==> config.mk <==
export PLATFORM = sky130hd
export DESIGN_NAME = alu_mc
export DESIGN_NICKNAME = d
export VERILOG_FILES = /design/src/rtl/alu_mc.sv
export SDC_FILE = /design/constraint.sdc
export NUM_CORES = 2
export LEC_CHECK = 0
export CORE_UTILIZATION = 34
export DETAILED_ROUTE_END_ITERATION = 10
export DONT_BUFFER_PORTS = 1
export PLACE_DENSITY = 0.55
export SLEW_MARGIN = 10
export SYNTH_ARGS = -nofsm -noshare
export SYNTH_HDL_FRONTEND = slang
export SYNTH_SLANG_ARGS = --single-unit
==> constraint.sdc <==
create_clock -name clk -period 8.2 [get_ports clk]
set_clock_uncertainty 0.2 [all_clocks]
set_input_delay 1.64 -clock clk [delete_from_list [all_inputs] [get_ports clk]]
set_output_delay 1.64 -clock clk [all_outputs]
set_load 0.02 [all_outputs]
==> src/rtl/alu_mc.sv <==
// alu_mc: ALU with single-cycle arithmetic/logic/shift/compare operations and
// iterative multiply (shift-add) and divide (restoring), one bit per cycle.
// Results and flags are registered and held under a valid/ready handshake.
module alu_mc #(
    parameter int WIDTH = 32,
    parameter int SHW   = $clog2(WIDTH)
) (
    input  logic             clk,
    input  logic             rst,
    input  logic             in_valid,
    output logic             in_ready,
    input  logic [4:0]       op,
    input  logic [WIDTH-1:0] a,
    input  logic [WIDTH-1:0] b,
    output logic             out_valid,
    input  logic             out_ready,
    output logic [WIDTH-1:0] r,
    output logic [WIDTH-1:0] r_hi,
    output logic             zero,
    output logic             carry,
    output logic             negative,
    output logic             overflow
);
    typedef enum logic [1:0] {IDLE = 2'd0, BUSY = 2'd1, DONE = 2'd2} state_t;

    localparam logic [WIDTH-1:0] MOST_NEG = {1'b1, {(WIDTH-1){1'b0}}};

    state_t           state;
    logic [SHW-1:0]   cnt;
    logic [WIDTH-1:0] acc_hi, acc_lo, opnd, a_q;
    logic             is_div, neg_lo, neg_hi, div_zero, div_ovf;

    logic             accept, is_multi;

    logic [SHW-1:0]   sh, sh_r_idx, sh_l_idx;
    logic [WIDTH:0]   sum, diff;
    logic [WIDTH-1:0] alu_r;
    logic             alu_c, alu_v, alu_z, alu_n, use_cmp, cmp;

    logic             sgn, sa, sb, div_ge;
    logic [WIDTH-1:0] ma, mb;
    logic [WIDTH:0]   mul_sum, div_shift;
    logic [WIDTH-1:0] step_hi, step_lo;
    logic [2*WIDTH-1:0] prod;
    logic [WIDTH-1:0] fin_r, fin_hi;
    logic             fin_v;

    assign in_ready = (state == IDLE) && (!out_valid || out_ready);
    assign accept   = in_valid && in_ready;
    assign is_multi = op[4] && (op[3:2] == 2'b00);

    // Single-cycle ALU result and flags from the live operands
    always_comb begin
        sh       = a[SHW-1:0];
        sh_r_idx = sh - SHW'(1);
        sh_l_idx = SHW'(0) - sh;
        sum      = {1'b0, a} + {1'b0, b};
        diff     = {1'b0, a} - {1'b0, b};
        alu_r    = '0;
        alu_c    = 1'b0;
        alu_v    = 1'b0;
        use_cmp  = 1'b0;
        cmp      = 1'b0;
        if (!op[4]) begin
            case (op[3:0])
                4'b0000: begin
                    alu_r = sum[WIDTH-1:0];
                    alu_c = sum[WIDTH];
                end
                4'b0001: begin
                    alu_r = diff[WIDTH-1:0];
                    alu_c = diff[WIDTH];
                end
                4'b0010: begin
                    alu_r = sum[WIDTH-1:0];
                    alu_v = (a[WIDTH-1] == b[WIDTH-1]) && (sum[WIDTH-1] != a[WIDTH-1]);
                end
                4'b0011: begin
                    alu_r = diff[WIDTH-1:0];
                    alu_v = (a[WIDTH-1] != b[WIDTH-1]) && (diff[WIDTH-1] != a[WIDTH-1]);
                end
                4'b0100: alu_r = a & b;
                4'b0101: alu_r = a | b;
                4'b0110: alu_r = a ^ b;
                4'b0111: alu_r = ~(a | b);
                4'b1000, 4'b1001: alu_r = {b[WIDTH/2-1:0], {(WIDTH/2){1'b0}}};
                4'b1010: begin
                    use_cmp = 1'b1;
                    cmp     = diff[WIDTH];
                    alu_r   = {{(WIDTH-1){1'b0}}, cmp};
                end
                4'b1011: begin
                    use_cmp = 1'b1;
                    cmp     = $signed(a) < $signed(b);
                    alu_r   = {{(WIDTH-1){1'b0}}, cmp};
                end
                4'b1100: begin
                    alu_r = $unsigned($signed(b) >>> sh);
                    alu_c = (sh != '0) && b[sh_r_idx];
                end
                4'b1101: begin
                    alu_r = b >> sh;
                    alu_c = (sh != '0) && b[sh_r_idx];
                end
                4'b1110, 4'b1111: begin
                    alu_r = b << sh;
                    alu_c = (sh != '0) && b[sh_l_idx];
                end
            endcase
        end
        alu_z = use_cmp ? (a == b) : (alu_r == '0);
        alu_n = use_cmp ? cmp : alu_r[WIDTH-1];
    end

    // Operand magnitudes, one iteration step, and the final sign/special-case fixup
    always_comb begin
        sgn       = !op[0];
        sa        = sgn && a[WIDTH-1];
        sb        = sgn && b[WIDTH-1];
        ma        = sa ? -a : a;
        mb        = sb ? -b : b;
        mul_sum   = acc_lo[0] ? ({1'b0, acc_hi} + {1'b0, opnd}) : {1'b0, acc_hi};
        div_shift = {acc_hi, acc_lo[WIDTH-1]};
        div_ge    = div_shift >= {1'b0, opnd};
        if (is_div) begin
            step_hi = div_ge ? (div_shift[WIDTH-1:0] - opnd) : div_shift[WIDTH-1:0];
            step_lo = {acc_lo[WIDTH-2:0], div_ge};
        end else begin
            step_hi = mul_sum[WIDTH:1];
            step_lo = {mul_sum[0], acc_lo[WIDTH-1:1]};
        end
        // The last iteration and the result fixup share one edge, so the fixup
        // works on the step outputs rather than the accumulator registers.
        prod = {step_hi, step_lo};
        if (neg_lo) prod = -prod;
        fin_v = 1'b0;
        if (is_div) begin
            fin_r  = neg_lo ? -step_lo : step_lo;
            fin_hi = neg_hi ? -step_hi : step_hi;
            if (div_zero) begin
                fin_r  = '1;
                fin_hi = a_q;
                fin_v  = 1'b1;
            end else if (div_ovf) begin
                fin_r  = a_q;
                fin_hi = '0;
                fin_v  = 1'b1;
            end
        end else begin
            fin_r  = prod[WIDTH-1:0];
            fin_hi = prod[2*WIDTH-1:WIDTH];
        end
    end

    // Control FSM, multiply/divide iteration registers and registered result/flags
    always_ff @(posedge clk or posedge rst) begin
        if (rst) begin
            state     <= IDLE;
            cnt       <= '0;
            acc_hi    <= '0;
            acc_lo    <= '0;
            opnd      <= '0;
            a_q       <= '0;
            is_div    <= 1'b0;
            neg_lo    <= 1'b0;
            neg_hi    <= 1'b0;
            div_zero  <= 1'b0;
            div_ovf   <= 1'b0;
            out_valid <= 1'b0;
            r         <= '0;
            r_hi      <= '0;
            zero      <= 1'b1;
            carry     <= 1'b0;
            negative  <= 1'b0;
            overflow  <= 1'b0;
        end else begin
            case (state)
                IDLE: begin
                    if (accept && is_multi) begin
                        state     <= BUSY;
                        cnt       <= '0;
                        out_valid <= 1'b0;
                        is_div    <= op[1];
                        neg_lo    <= sa ^ sb;
                        neg_hi    <= sa;
                        div_zero  <= (b == '0);
                        div_ovf   <= sgn && (a == MOST_NEG) && (b == '1);
                        a_q       <= a;
                        acc_hi    <= '0;
                        acc_lo    <= op[1] ? ma : mb;
                        opnd      <= op[1] ? mb : ma;
                    end else if (accept) begin
                        out_valid <= 1'b1;
                        r         <= alu_r;
                        r_hi      <= '0;
                        zero      <= alu_z;
                        carry     <= alu_c;
                        negative  <= alu_n;
                        overflow  <= alu_v;
                    end else if (out_ready) begin
                        out_valid <= 1'b0;
                    end
                end
                BUSY: begin
                    acc_hi <= step_hi;
                    acc_lo <= step_lo;
                    cnt    <= cnt + SHW'(1);
                    if (cnt == '1) begin
                        state     <= DONE;
                        out_valid <= 1'b1;
                        r         <= fin_r;
                        r_hi      <= fin_hi;
                        zero      <= ({fin_hi, fin_r} == '0);
                        carry     <= 1'b0;
                        negative  <= fin_hi[WIDTH-1];
                        overflow  <= fin_v;
                    end
                end
                DONE: begin
                    if (out_ready) begin
                        out_valid <= 1'b0;
                        state     <= IDLE;
                    end
                end
                default: state <= IDLE;
            endcase
        end
    end
endmodule

==> metrics list <==
- Total number of nets in the final design: between 4,000 and 5,000
- For this design, the CTS-stage hold fixing added 0 buffers.
* P&R area growth vs syn: 5.81%
* Primary flip-flop cell chosen by synthesis mapping: dfrtp_1
* Ports placed on the boundary: 143
- Mean routed wirelength per cell: 31.6 µm
- Drt total wl: 159,000 µm
* Worst Reg2Reg Path Length in Cells: 22
* Via total after detailed routing: 33,500
- Antenna-violating nets left: 0
- Ratio of final minimum period to clock period: 0.885
- Source-to-sink clock delay at the later pin of the worst-skew pair: 560 ps
- Max_cap viols: 0
* Power density of the placed cells: 406 mW/mm²
- In this run the static leakage power is ~12 nW.
- Detailed placement ended at an HPWL of roughly 120,000 µm.
- End of the worst register-to-register path: zero$_DFFE_PP1P_
- Reg-to-reg startpoint: acc_hi[15]$_DFFE_PP0P_
- Bufs on Longest Clock Path: 3
- The pre-antenna-repair detailed-routing pass consisted of 10 iterations.
* Mean instance size in the synthesized netlist: roughly 7.3 µm²
- For the finished layout, the period the worst path requires is 7260 ps.
- Die Footprint: between 0.08 and 0.09 mm²
- The flow ran to the end, and the final reports show no timing, DRC or antenna violations.
* Final number of setup-violating endpoints: 0
* Port Buffers: 0
- The worst setup path is launched from a flip-flop.
* Origin of the worst setup path: acc_hi[15]$_DFFE_PP0P_
- Transition time at the pin with the least slew margin: 1320 ps
- Proportion of total power due to net switching: 0.601
- Dividing the detail-routed via count by the number of cells gives approximately 6.7.
- Final Slew Violations: 0
* Iteration-0 DRC count of the detailed router: 4,558
- In this run the number of H-tree levels came out at 1.
- Internal Power: 5.10 mW
* GP Congestion: 1.04
- Maximum single-stage delay on the critical path: 620 ps
- For flop-to-flop paths, the worst setup slack is 940 ps.
* Remaining max-slew budget at the tightest pin: 0.112
- Starting density of the core: 0.343
- The number of gates resized after CTS was 0.
- Number of design rule violations left after detail routing: 0
- For the worst setup path, the data arrival time is 7560 ps.
- Crit path max-delay cell type: or3_1
- Synthesis produced between 4,000 and 5,000 cells.
- Of the total power, the clock network draws 0.087.
* Path type of the worst min-delay path: reg -> reg
* Maximum number of pins on one net before global-route repair: 126
- Antenna violations before repair: 12
* Category of the most critical setup path: reg -> reg
- The signal on the critical path passes through ha_1, and2_1, a221oi_1, o41a_1, o221a_2, a31oi_1, inv_1, ha_1, o211ai_1, or3_1, or4_1, o21ai_1, xnor2_1, o22ai_1, o211a_1, o2111a_1, or4b_1, nor4_1, nand4_1, nor4_1, nand4b_1, o211ai_2.
* Hold path depth: 2
- The number of global-route vias before repair was 31,100.
- Width of the chip: 298 µm
* Overall Global Routing Usage: 0.345
- The share of total power dissipated in sequential elements is 0.182.
- End of the critical path: zero$_DFFE_PP1P_
* Asr flop ratio synth: 1.00
- Register bit count reported by yosys: 209
- Number of flops mapped to enable cells by yosys: 0
* Number of distinct standard cells referenced by the synthesized netlist: 106
- Post-Synthesis Net Count: 4,304
- The first global-routing pass estimated 227,000 µm of wire.
* Unrepaired setup endpoints after global routing: no
- The tree is rooted in a clkbuf_16.
- Hold is met by 311 ps.
- Of all nets on the critical path, the largest fanout is 8.
- Clock edge transition at the registers on the reported setup and hold paths: 70 ps
- Critical path required time: 8500 ps
- The share of total power dissipated in combinational logic is 0.731.
- The analysis attributes to net switching a power of 7.68 mW.
- Sequential element share of the synthesized area: 0.176
* Number of standard-cell rows in the floorplan: approximately 110
- TritonCTS created 24 clock buffers.
- Total Negative Setup Slacks: 0 ps
* Layout cell share with drive strength beyond 1: 0.0807
- The mapped netlist covers ~0.030 mm².
- Sink Count: 209
* Setup bufs post-CTS: 0
* Clock tree from TritonCTS: yes
- The Yosys step of the flow raised 0 warnings.
- The worst-case IR drop observed on VDD is 0.000204 V.
- Derived from the worst setup path, the maximum achievable clock frequency is 138 MHz.
* Total overflow reported by the global router: 0
- Once layout is complete, the utilization of the core stands at 0.363.
- Die Y: just under 300 µm
- Critical path endpoint category: flip-flop
- The core region is 0.0866 mm².
* Hold violation count in the final report: 0
-- worst max-delay path, delay by kind of cell, from the launching register on --
family	cells	cell delay, ps
buffers and inverters	1	240
adder cells (fa/ha/maj)	2	720
flip-flops	1	500
AND/OR/NAND/NOR	8	2850
XOR/XNOR	1	90
AO/OA/AOI/OAI	10	2580
-- power by group through the flow --
| stage | clock network [mW] | registers [mW] | logic (mW) |
|---|---|---|---|
| after floorplan | 0 | 1.97 | 6.11 |
| after global placement | 0 | 2.30 | 9.10 |
| after detailed placement | 0 | 2.31 | 9.04 |
| after CTS | 1.11 | 2.30 | 9.08 |
| after global routing | 1.14 | 2.36 | 9.88 |
| final | 1.11 | 2.33 | 9.34 |
-- metal layers --
layer  global-route usage  up-vias  wire [µm]  part of all wire
met3               0.0871      450      17500              0.11
li1                     -    14600          -                 -
met2                0.527     2083      68500              0.43
met4                0.186       14       9990             0.063
met5                    0        -        128           0.00081
met1                0.445    16300      62700              0.39
-- state kept, by name (all words and copies together), names as in the netlist, 2 cells and up --
register and flops:
r 32, acc_lo 32, a_q 32, state 2, acc_hi 32, r_hi 32, opnd 32, cnt 5
-- placed cells by master (no fill, tap or decap), types with 15 or more instances in the layout --
| master | count |
|---|---|
| nor2_1 | 447 |
| nand2_1 | 416 |
| o21ai_0 | 379 |
| a21oi_1 | 347 |
| dfrtp_1 | 206 |
| inv_1 | 179 |
| ha_1 | 169 |
| xnor2_1 | 149 |
| nor3_1 | 103 |
| buf_4 | 90 |
| nand3_1 | 88 |
| mux4_2 | 88 |
| mux2i_1 | 71 |
| a31oi_1 | 69 |
| xor2_1 | 56 |
| a211oi_1 | 55 |
| o211ai_1 | 54 |
| nand4_1 | 49 |
| o31ai_1 | 49 |
| a21o_1 | 45 |
| nor4_1 | 41 |
| and3_1 | 33 |
| or3_1 | 31 |
| o22ai_1 | 30 |
| a22o_1 | 29 |
| nand2b_1 | 28 |
| a221oi_1 | 27 |
| o21bai_1 | 26 |
| clkbuf_16 | 25 |
| mux2_2 | 23 |
| a22oi_1 | 21 |
| a211o_1 | 20 |
| nor2b_1 | 19 |
| o21a_1 | 19 |
| a2111oi_0 | 17 |
| o221ai_1 | 17 |
| or2_2 | 16 |
| and2_1 | 16 |
| o41ai_1 | 15 |
-- area by class of cell --
type                    instances  area (µm²)
diodes                          4        10.0
clock buffers                  33         686
clock inverters                 9        77.6
fillers                      9267       55200
inverters                     186         706
multi-input cells            3339       22600
flip-flops and latches        209        5240
well taps                    1155        1450
repair buffers                 90         676
-- per-stage QoR --
step	cells	power [mW]	setup slack (ps)	area (µm²)
after global routing	5021	13.4	770	31400
after floorplan	4057	8.08	652	29700
final	5025	12.8	942	31400
after global placement	4979	11.4	1310	30700
after CTS	5021	12.5	1200	31400
after detailed placement	4979	11.4	1230	30700
-- logic make-up (layout without fill, tap and decap cells) --
group                    Yosys count  after routing  share of synthesized area
AO/OA/AOI/OAI                   1407           1407                      0.309
AND/OR/NAND/NOR                 1371           1371                      0.215
buffers and inverters            509            318                     0.0660
flip-flops                       209            209                      0.176
XOR/XNOR                         205            205                     0.0604
multiplexers                     182            182                     0.0993
adder cells (fa/ha/maj)          174            174                     0.0743
other                              0              4                          0
-- how the worst min path moves through the flow --
stage | startpoint | to | slack, ps
final | opnd[18]$_DFFE_PP0P_ | opnd[18]$_DFFE_PP0P_ | 310
after global routing | opnd[29]$_DFFE_PP0P_ | opnd[29]$_DFFE_PP0P_ | 350
after CTS | opnd[18]$_DFFE_PP0P_ | opnd[18]$_DFFE_PP0P_ | 320
after detailed placement | opnd[18]$_DFFE_PP0P_ | opnd[18]$_DFFE_PP0P_ | 310
after global placement | opnd[19]$_DFFE_PP0P_ | opnd[19]$_DFFE_PP0P_ | 290
after floorplan | a_q[0]$_DFFE_PP0P_ | a_q[0]$_DFFE_PP0P_ | 260
-- cells in the mapped netlist (all sizes together), types with 28 or more instances --
library cell / n / area, µm²
a211oi: 57 / 428
a21o: 45 / 338
a21oi: 350 / 1760
a221oi: 29 / 289
a22o: 29 / 254
a31oi: 69 / 432
and3: 33 / 206
buf: 71 / 315
clkbuf: 252 / 947
dfrtp: 208 / 5200
ha: 170 / 2130
inv: 182 / 683
mux2i: 71 / 711
mux4: 88 / 1980
nand2: 418 / 1580
nand2b: 28 / 175
nand3: 88 / 440
nand4: 50 / 328
nor2: 450 / 1690
nor3: 107 / 562
nor4: 42 / 278
o211ai: 55 / 418
o21ai: 383 / 1920
o22ai: 30 / 188
o31ai: 50 / 380
or3: 32 / 205
xnor2: 149 / 1310
xor2: 56 / 490
(Power assumes the default switching activity.)
